`src/rtl/apb_master_gen2.sv`:
```
// apb_master_gen2: APB master bridging a valid/ready host port to NSLV APB slaves with wait-state timeout.
module apb_master_gen2 #(
  parameter int ADDR_W  = 16,
  parameter int DATA_W  = 32,
  parameter int NSLV    = 4,
  parameter int TIMEOUT = 15
) (
  input  logic                     PCLK,
  input  logic                     PRESETn,
  input  logic                     req_valid,
  output logic                     req_ready,
  input  logic                     req_write,
  input  logic [ADDR_W-1:0]        req_addr,
  input  logic [DATA_W-1:0]        req_wdata,
  input  logic [DATA_W/8-1:0]      req_strb,
  output logic                     rsp_valid,
  output logic [DATA_W-1:0]        rsp_rdata,
  output logic                     rsp_err,
  output logic                     rsp_timeout,
  output logic [NSLV-1:0]          PSEL,
  output logic                     PENABLE,
  output logic                     PWRITE,
  output logic [ADDR_W-1:0]        PADDR,
  output logic [DATA_W-1:0]        PWDATA,
  output logic [DATA_W/8-1:0]      PSTRB,
  input  logic [NSLV-1:0]          PREADY,
  input  logic [NSLV-1:0]          PSLVERR,
  input  logic [NSLV*DATA_W-1:0]   PRDATA
);
  localparam int SW = $clog2(NSLV);
  localparam int CW = TIMEOUT > 0 ? $clog2(TIMEOUT + 1) : 1;
  typedef enum logic [1:0] {IDLE, SETUP, ACCESS} state_t;
  state_t state, state_nx;
  logic [SW-1:0] idx;
  logic [CW-1:0] cnt;
  logic done, tmo, accept;
  always_comb begin
    done = state == ACCESS && PREADY[idx];
    tmo = TIMEOUT != 0 && state == ACCESS && !PREADY[idx] && cnt == CW'(TIMEOUT);
    req_ready = PRESETn && (state == IDLE || done);
    accept = req_valid && req_ready;
    state_nx = accept ? SETUP :
               state == SETUP ? ACCESS :
               (state == ACCESS && !done && !tmo) ? ACCESS : IDLE;
  end
  always_ff @(posedge PCLK)
    state <= !PRESETn ? IDLE : state_nx;
  // A new acceptance is applied last so it overrides the bus release of a completing transfer.
  always_ff @(posedge PCLK) begin
    if (!PRESETn) begin
      PSEL <= '0;
      PENABLE <= 1'b0;
      PWRITE <= 1'b0;
      PADDR <= '0;
      PWDATA <= '0;
      PSTRB <= '0;
      rsp_valid <= 1'b0;
      rsp_rdata <= '0;
      rsp_err <= 1'b0;
      rsp_timeout <= 1'b0;
      cnt <= '0;
      idx <= '0;
    end else begin
      rsp_valid <= done || tmo;
      if (done || tmo) begin
        rsp_err <= tmo || PSLVERR[idx];
        rsp_timeout <= tmo;
        rsp_rdata <= (done && !PWRITE && !PSLVERR[idx]) ? PRDATA[idx*DATA_W +: DATA_W] : '0;
        PSEL <= '0;
        PENABLE <= 1'b0;
      end
      if (state == SETUP) begin
        PENABLE <= 1'b1;
        cnt <= '0;
      end
      if (state == ACCESS && !done) cnt <= cnt + 1'b1;
      if (accept) begin
        PSEL <= NSLV'(1) << req_addr[ADDR_W-1 -: SW];
        PENABLE <= 1'b0;
        PADDR <= req_addr;
        PWRITE <= req_write;
        PWDATA <= req_wdata;
        PSTRB <= req_write ? req_strb : '0;
        idx <= req_addr[ADDR_W-1 -: SW];
      end
    end
  end
endmodule

```
`config.mk`:
```
export PLATFORM = sky130hd
export DESIGN_NAME = apb_master_gen2
export DESIGN_NICKNAME = d
export VERILOG_FILES = /design/src/rtl/apb_master_gen2.sv
export SDC_FILE = /design/constraint.sdc
export NUM_CORES = 1
export LEC_CHECK = 0
export CELL_PAD_IN_SITES_DETAIL_PLACEMENT = 0
export CELL_PAD_IN_SITES_GLOBAL_PLACEMENT = 1
export CORE_AREA = 2 2 111 113
export DETAILED_ROUTE_END_ITERATION = 6
export DIE_AREA = 0 0 113 115
export DONT_BUFFER_PORTS = 1
export PLACE_DENSITY_LB_ADDON = 0.3
export REMOVE_ABC_BUFFERS = 1
export SYNTH_ARGS = -nofsm -noshare
export SYNTH_HDL_FRONTEND = slang
export SYNTH_SLANG_ARGS = --single-unit
```
`constraint.sdc`:
```
create_clock -name PCLK -period 2.6 [get_ports PCLK]
set_clock_uncertainty 0.05 [all_clocks]
set_input_delay 0.52 -clock PCLK [delete_from_list [all_inputs] [get_ports PCLK]]
set_output_delay 0.52 -clock PCLK [all_outputs]
set_load 0.005 [all_outputs]
```
# Word-level counts from Yosys, hierarchy flattened
# Index checks and enable logic that the tools add are counted.
# op_classes
addsub	1
order_cmp	1
eq_ne	3
n_shift	2
n_mux	15
bitwise_logic	1
reduce_logical	22
# ops
operator	count
$shiftx A128 B8 Y32	1
$mux W32	1
$mux W4	5
$logic_and A1 B1 Y1	9
$reduce_bool A2 Y1	3
$logic_not A1 Y1	5
$mux W1	5
$add A4 B1 Y4 const B	1
$bmux W1 S2	2
$eq A4 B4 Y1 const B	1
$mux W2	2
$shl A1 B2 Y4 const A	1
$logic_or A1 B1 Y1	3
$lt A2 B3 Y1 const B	1
$eq A2 B1 Y1 const B	1
$eq A2 B2 Y1 const B	1
$logic_not A2 Y1	1
$reduce_or A2 Y1	1
$not A1 Y1	1
# totals
reg_bits	101
input_bits	192
elab_cells	59

# Logic depth before layout (Yosys ltp)
# Gate-level depths: netlist of run 1.
# depth
word_depth	10
depth_mapped	8
mapped_depth_nobuf	5

# Least setup slack after synthesis of run 1
# Ideal clock, no wire load.
# synth_path
kind	reg-to-reg
start	reg, netlist name PADDR[14]
end	reg rsp_rdata[10]
arrival_ps	1879
slack_ps	612
stages_incl_launch_ff	9
n_path_buf	4
cell_sequence	dfxtp_1 buf_6 mux4_2 buf_6 o21ai_4 and2_1 clkbuf_2 buf_2 a22o_1
# synth_lines
item	line_no	text
to (signal assigned)	68	rsp_rdata <= (done && !PWRITE && !PSLVERR[idx]) ? PRDATA[idx*DATA_W +: DATA_W] : '0;
to (decl)	17	output logic [DATA_W-1:0] rsp_rdata,

==> results_dict.tcl, run 1 <==
set metrics [dict create \
    ctsResizeCount 0 \
    ant_nets 0 \
    timing.final.crit_share_pct 86.4 \
    hold_slack_ps 221 \
    final_layout_size_suffix_gt1_share_pct 15.8 \
    io_buffers 0 \
    core_sq_mm 0.0118 \
    routed_wire_length_per_instance_um 22.4 \
    status "complete, but fails checks" \
    setup_ws_ps 352 \
    setup_tns_ps 0 \
    worst-slew-pin-transition_ps 882 \
    drc_errors 20 \
    cts-htree-levels 3 \
    route.final.wire_length_um 12400 \
    failing_checks "design-rule violations" \
    hold_path_class "in -> reg" \
    final_hold_fails 0 \
    gp_congestion 0.847 \
    worst_setup_path_startpoint "PADDR[14]" \
    starting_utilization_of_the_core_area_pct 36.0 \
    utilization_pct 39.2 \
    io_pins 286 \
    clockBufferDepth 2 \
    most-common-layout-cells "108 x nand2_1, 97 x dfxtp_1, 44 x nand3_1" \
    fp-row-count 40 \
    post_cts_hold_buffer_count 0 \
    rsz0062_at_grt "no" \
    tritoncts "built" \
    detailroute.via_count 3130 \
    timing.final.setup_violations 0 \
    critical_path.max_stage_delay_ps 670 \
    insertion_delay_ps 340 \
    non_filler_cells_in_the_finished_layout 555 \
    timing.critical_path.buf_inv 0 \
    cp.required_ps 2030 \
    grt_start_max_net_pins 60 \
    timing.critical_path.to_type "output port" \
    max-slew-margin-rel_pct 41.1 \
    min_from "req_wdata[25]" \
    warnings_from_yosys 0 \
    fmax_mhz 445 \
    timing.setup.critical_path_class "reg -> out" \
    cp_cell_sequence "mux4_2, nor2_1, nor2_1" \
    first_pass_grt_wire_length_um 17700 \
    cp_top_family "multiplexers" \
    via_per_inst 5.64 \
    cts.sinks 99 \
    drt_pass1_iterations 7 \
    cap_violations 0 \
    synth.cell_area_sq_mm 0.00425 \
    irDropWorstVdd_mv 0.410 \
    critPathMostFrequentCell "nor2_1" \
    r2r-start "PADDR[14]" \
    leakage_power_uw 0.00176 \
    critPathMaxFanout 10 \
    cellPowerDensity_mw_per_mm2 700 \
    type_of_origin_of_the_critical_path "register" \
    antenna_found_initial 3 \
    first_global_vias 3177 \
    clk_transition_reported_paths_ps 80 \
    numCtsBuffers 9 \
    detailedPlace.worstSlack_ps 336 \
    finalMaxSlewViolations 0 \
    hpwl_um 9110 \
    postCtsSetupRepairBufs 0 \
    drt-initial-drc-count 242 \
    crit_arrival_ps 1680 \
    die_area_sq_mm 0.0130 \
    postSynthCellCount 416 \
    layout_min_cycle_time_ps 2250 \
    mostFrequentLayoutCell "nand2_1" \
    ys_types 37 \
    cts.root.buffer_cell "clkbuf_16" \
    final_nets 593 \
    total_gr_overflow 0 \
    gr-usage-all-layers_pct 17.8 \
    flip_flop_and_latch_count_after_synthesis 99 \
    post_synth.cell_area_avg_sq_um 10.2 \
    post-place-cells 536 \
    layout-area-overhead-vs-synth_pct 9.01 \
    die_y_um 115 \
    slowest_stage "mux4_2" \
    seq_area_frac_synth_pct 46.6 \
    floorplan.die.width_um 113 \
]
[where the power goes]
part	total [uW]	leakage, uW	internal, uW	switching, uW
Clock	1290	0.000142	672	623
Sequential	1650	0.000808	1590	63.1
Combinational	302	0.000813	150	152
[path summary, 6_finish.rpt]
| kind | cells after the start | slack [ps] | endpoint |
|---|---|---|---|
| worst max-delay path | 3 | 350 | req_ready |
| worst min register to register | 2 | 420 | rsp_err |
| worst max register to register | 5 | 440 | PADDR[15] |
| worst min-delay path | 2 | 220 | PWDATA[25] |
[per-layer routing]
layer,track usage [%],vias up,part of all wire (%)
met5,0,-,0
met3,7.96,16,12
met4,6.02,0,1.7
met2,30.2,198,50
met1,20.0,1442,36
li1,-,1474,-
[cell type report]
type / instances / area [sq um]
inverters: 6 / 22.5
flip-flops and latches: 99 / 1980
multi-input cells: 276 / 2060
repair buffers: 8 / 85.1
fillers: 1169 / 7180
well taps: 147 / 184
diodes: 3 / 7.51
clock inverters: 6 / 62.6
clock buffers: 10 / 229
[stage by stage]
stage	instance area (sq um)	total power (uW)
after CTS	4630	3300
after detailed placement	4340	1990
after floorplan	4060	1900
after global routing	4630	3400
final	4630	3250
after global placement	4340	1990
[flip-flops by register name, indices dropped and copies added, names as in the netlist, 2 cells and up]
register	count
PWDATA	32
PSEL	4
PSTRB	4
cnt	4
rsp_rdata	32
state	2
PADDR	16
[cell usage after synthesis]
cell type / number / area (sq um)
a211oi_1: 1 / 7.51
a21oi_1: 21 / 105
a22o_1: 32 / 280
a22oi_1: 1 / 7.51
a2bb2oi_1: 1 / 8.76
and2_1: 2 / 12.5
and3_1: 1 / 6.26
buf_1: 2 / 7.51
buf_2: 7 / 35.0
buf_4: 2 / 15.0
buf_6: 5 / 56.3
clkbuf_1: 17 / 63.8
clkbuf_2: 2 / 10.0
clkinv_1: 1 / 3.75
dfxtp_1: 99 / 1980
ha_1: 1 / 12.5
inv_1: 4 / 15.0
inv_2: 1 / 3.75
mux4_2: 34 / 766
nand2_1: 108 / 405
nand2b_1: 2 / 12.5
nand3_1: 44 / 220
nor2_1: 6 / 22.5
nor2b_1: 4 / 25.0
nor3_1: 2 / 10.0
nor3_4: 1 / 16.3
o211ai_4: 1 / 21.3
o21a_1: 1 / 7.51
o21ai_0: 1 / 5.00
o21ai_4: 1 / 16.3
o22ai_1: 2 / 12.5
o311a_1: 1 / 10.0
o32ai_1: 4 / 35.0
or3_1: 1 / 6.26
or3b_4: 1 / 11.3
or4_1: 1 / 7.51
xor2_1: 1 / 8.76
[logic make-up (layout without fill, tap and decap cells)]
family / Yosys count / after routing / share of synthesized area (%)
fa+ha+maj: 1 / 1 / 0.294
xor+xnor: 1 / 1 / 0.206
other cells: 0 / 3 / 0
simple gates: 173 / 173 / 17.8
buf+inv: 41 / 30 / 4.94
flops: 99 / 99 / 46.6
compound gates: 67 / 67 / 12.2
mux: 34 / 34 / 18.0
Note: power is estimated with default switching activity, not from simulation.
==> run 2, diff against run 1 <==
--- a/config.mk
+++ b/config.mk
@@ -7,9 +7,9 @@
 export LEC_CHECK = 0
 export CELL_PAD_IN_SITES_DETAIL_PLACEMENT = 0
 export CELL_PAD_IN_SITES_GLOBAL_PLACEMENT = 1
-export CORE_AREA = 2 2 111 113
+export CORE_AREA = 2 2 109 111
 export DETAILED_ROUTE_END_ITERATION = 6
-export DIE_AREA = 0 0 113 115
+export DIE_AREA = 0 0 111 113
 export DONT_BUFFER_PORTS = 1
 export PLACE_DENSITY_LB_ADDON = 0.3
 export REMOVE_ABC_BUFFERS = 1
==> constraint.sdc (replaced) <==
create_clock -name PCLK -period 2.7 [get_ports PCLK]
set_clock_uncertainty 0.05 [all_clocks]
set_input_delay 0.54 -clock PCLK [delete_from_list [all_inputs] [get_ports PCLK]]
set_output_delay 0.54 -clock PCLK [all_outputs]
set_load 0.005 [all_outputs]
==> run 2 against run 1 <==
  * The run now ends clean
  * First-iteration DRC count is 27% lower
  * Sequential share of layout area is 0.14 points higher
  * Die area down 3.5%
  * Non-clock buffer count shrank 1
  * Clock-buffer cell count unchanged
  * Sequential power fell by 4%
  * Sequential cell count did not move
==> results_dict.tcl, run 2 (synthesis gave the netlist of run 1 again) <==
set metrics [dict create \
    status "completed" \
    timing.setup.critical_path_class "reg -> out" \
    detailroute.via_count 3093 \
    timing.hold.worst_endpoint "PWDATA[24]" \
    timing.final.setup_violations 0 \
    drc_errors 0 \
    non_filler_cells_in_the_finished_layout 550 \
    most-common-layout-cells "108 x nand2_1, 97 x dfxtp_1, 44 x nand3_1" \
    crit_arrival_ps 1670 \
    timing.hold.worst_path_depth 2 \
    cp.required_ps 2110 \
    leakage_power_uw 0.00175 \
    ant_nets 0 \
    total_power_uw 3180 \
    irDropWorstVdd_mv 0.306 \
    final_nets 592 \
    timing.final.crit_share_pct 83.6 \
    io_buffers 0 \
    layout_top_registers "PWDATA x32, rsp_rdata x32, PADDR x16" \
    starting_utilization_of_the_core_area_pct 37.7 \
    hold_path_class "in -> reg" \
    clk_transition_reported_paths_ps 70 \
    first_pass_grt_wire_length_um 18000 \
    cap_violations 0 \
    cts.root.buffer_cell "clkbuf_16" \
    r2r-start "PADDR[14]" \
    layout-area-overhead-vs-synth_pct 8.65 \
    postCtsSetupRepairBufs 0 \
    routed_wire_length_per_instance_um 22.4 \
    worst_setup_path_startpoint "PADDR[14]" \
    finalMaxSlewViolations 0 \
    hpwl_um 9020 \
    timing.critical_path.to_type "output port" \
    final_layout_size_suffix_gt1_share_pct 15.6 \
    die_y_um 113 \
    type_of_origin_of_the_critical_path "register" \
    cts.sinks 99 \
    worst-r2r-setup-slack_ps 540 \
    critPathMaxFanout 10 \
    die_area_sq_mm 0.0125 \
    rsz0062_at_grt "no" \
    fmax_mhz 443 \
    drt-initial-drc-count 176 \
    cts-htree-levels 3 \
    worst-slew-pin-transition_ps 889 \
    post-place-cells 531 \
    min_from "req_wdata[24]" \
    hold_slack_ps 248 \
    max-slew-margin-rel_pct 40.7 \
    ff2ff_path_depth 5 \
    final_hold_fails 0 \
    insertion_delay_ps 340 \
    antenna_found_initial 4 \
    floorplan.die.width_um 111 \
    first_global_vias 3129 \
    tritoncts "built" \
    gr-usage-all-layers_pct 18.6 \
    mostFrequentLayoutCell "nand2_1" \
    cellPowerDensity_mw_per_mm2 689 \
    gp_congestion 0.873 \
    utilization_pct 41.0 \
    total_gr_overflow 0 \
    core_sq_mm 0.0113 \
    numCtsBuffers 9 \
    r2r_path_end "PSTRB[3]" \
    fp-row-count 39 \
    route.final.wire_length_um 12300 \
    io_pins 286 \
    drt_pass1_iterations 4 \
    via_per_inst 5.62 \
    post_cts_hold_buffer_count 0 \
    grt_start_max_net_pins 60 \
    layout_min_cycle_time_ps 2260 \
    ctsResizeCount 0 \
    clockBufferDepth 2 \
]
-- run 2: worst max-delay path, cell delays in order, from the launching register on --
cell and delay (ps):
dfxtp_2 400, mux4_2 660, nor2_1 180, nor2_1 90
-- run 2: cell type report --
cell class,instances,area [sq um]
antenna,3,7.51
clock buffer,10,229
clock inverter,6,72.6
fill,1065,6650
inverter,6,22.5
multi-input combinational,276,2060
sequential,99,1980
tap,143,179
timing repair buffer,7,65.1
-- run 2: stage by stage --
step | setup WS, ps | setup TNS, ps | instance area, sq um
after floorplan | -1510 | -112700 | 4060
after detailed placement | 418 | 0 | 4310
after global placement | 481 | 0 | 4310
after global routing | 308 | 0 | 4620
final | 444 | 0 | 4620
after CTS | 420 | 0 | 4610
-- run 2: layer usage --
layer	GRT usage, %	vias to the layer above	wire length, um
met3	8.25	14	1350
met1	20.1	1429	4460
met4	6.67	2	144
met2	32.6	185	6340
met5	0	-	13
li1	-	1463	-
-- run 2: worst max path at each step --
stage          depth (start not counted)         to  slack, ps
4_1_cts                                3  req_ready        420
5_1_grt                                5   PSTRB[1]        310
6_report                               3  req_ready        440
3_3_place_gp                           5   PSTRB[3]        480
3_5_place_dp                           5   PSTRB[3]        420
2_1_floorplan                          5   PSTRB[0]      -1510
-- run 2: power by group --
group	leakage, uW	internal (uW)	switching [uW]
registers	0.000808	1530	63.5
clock network	0.000137	729	578
logic	0.000803	141	142
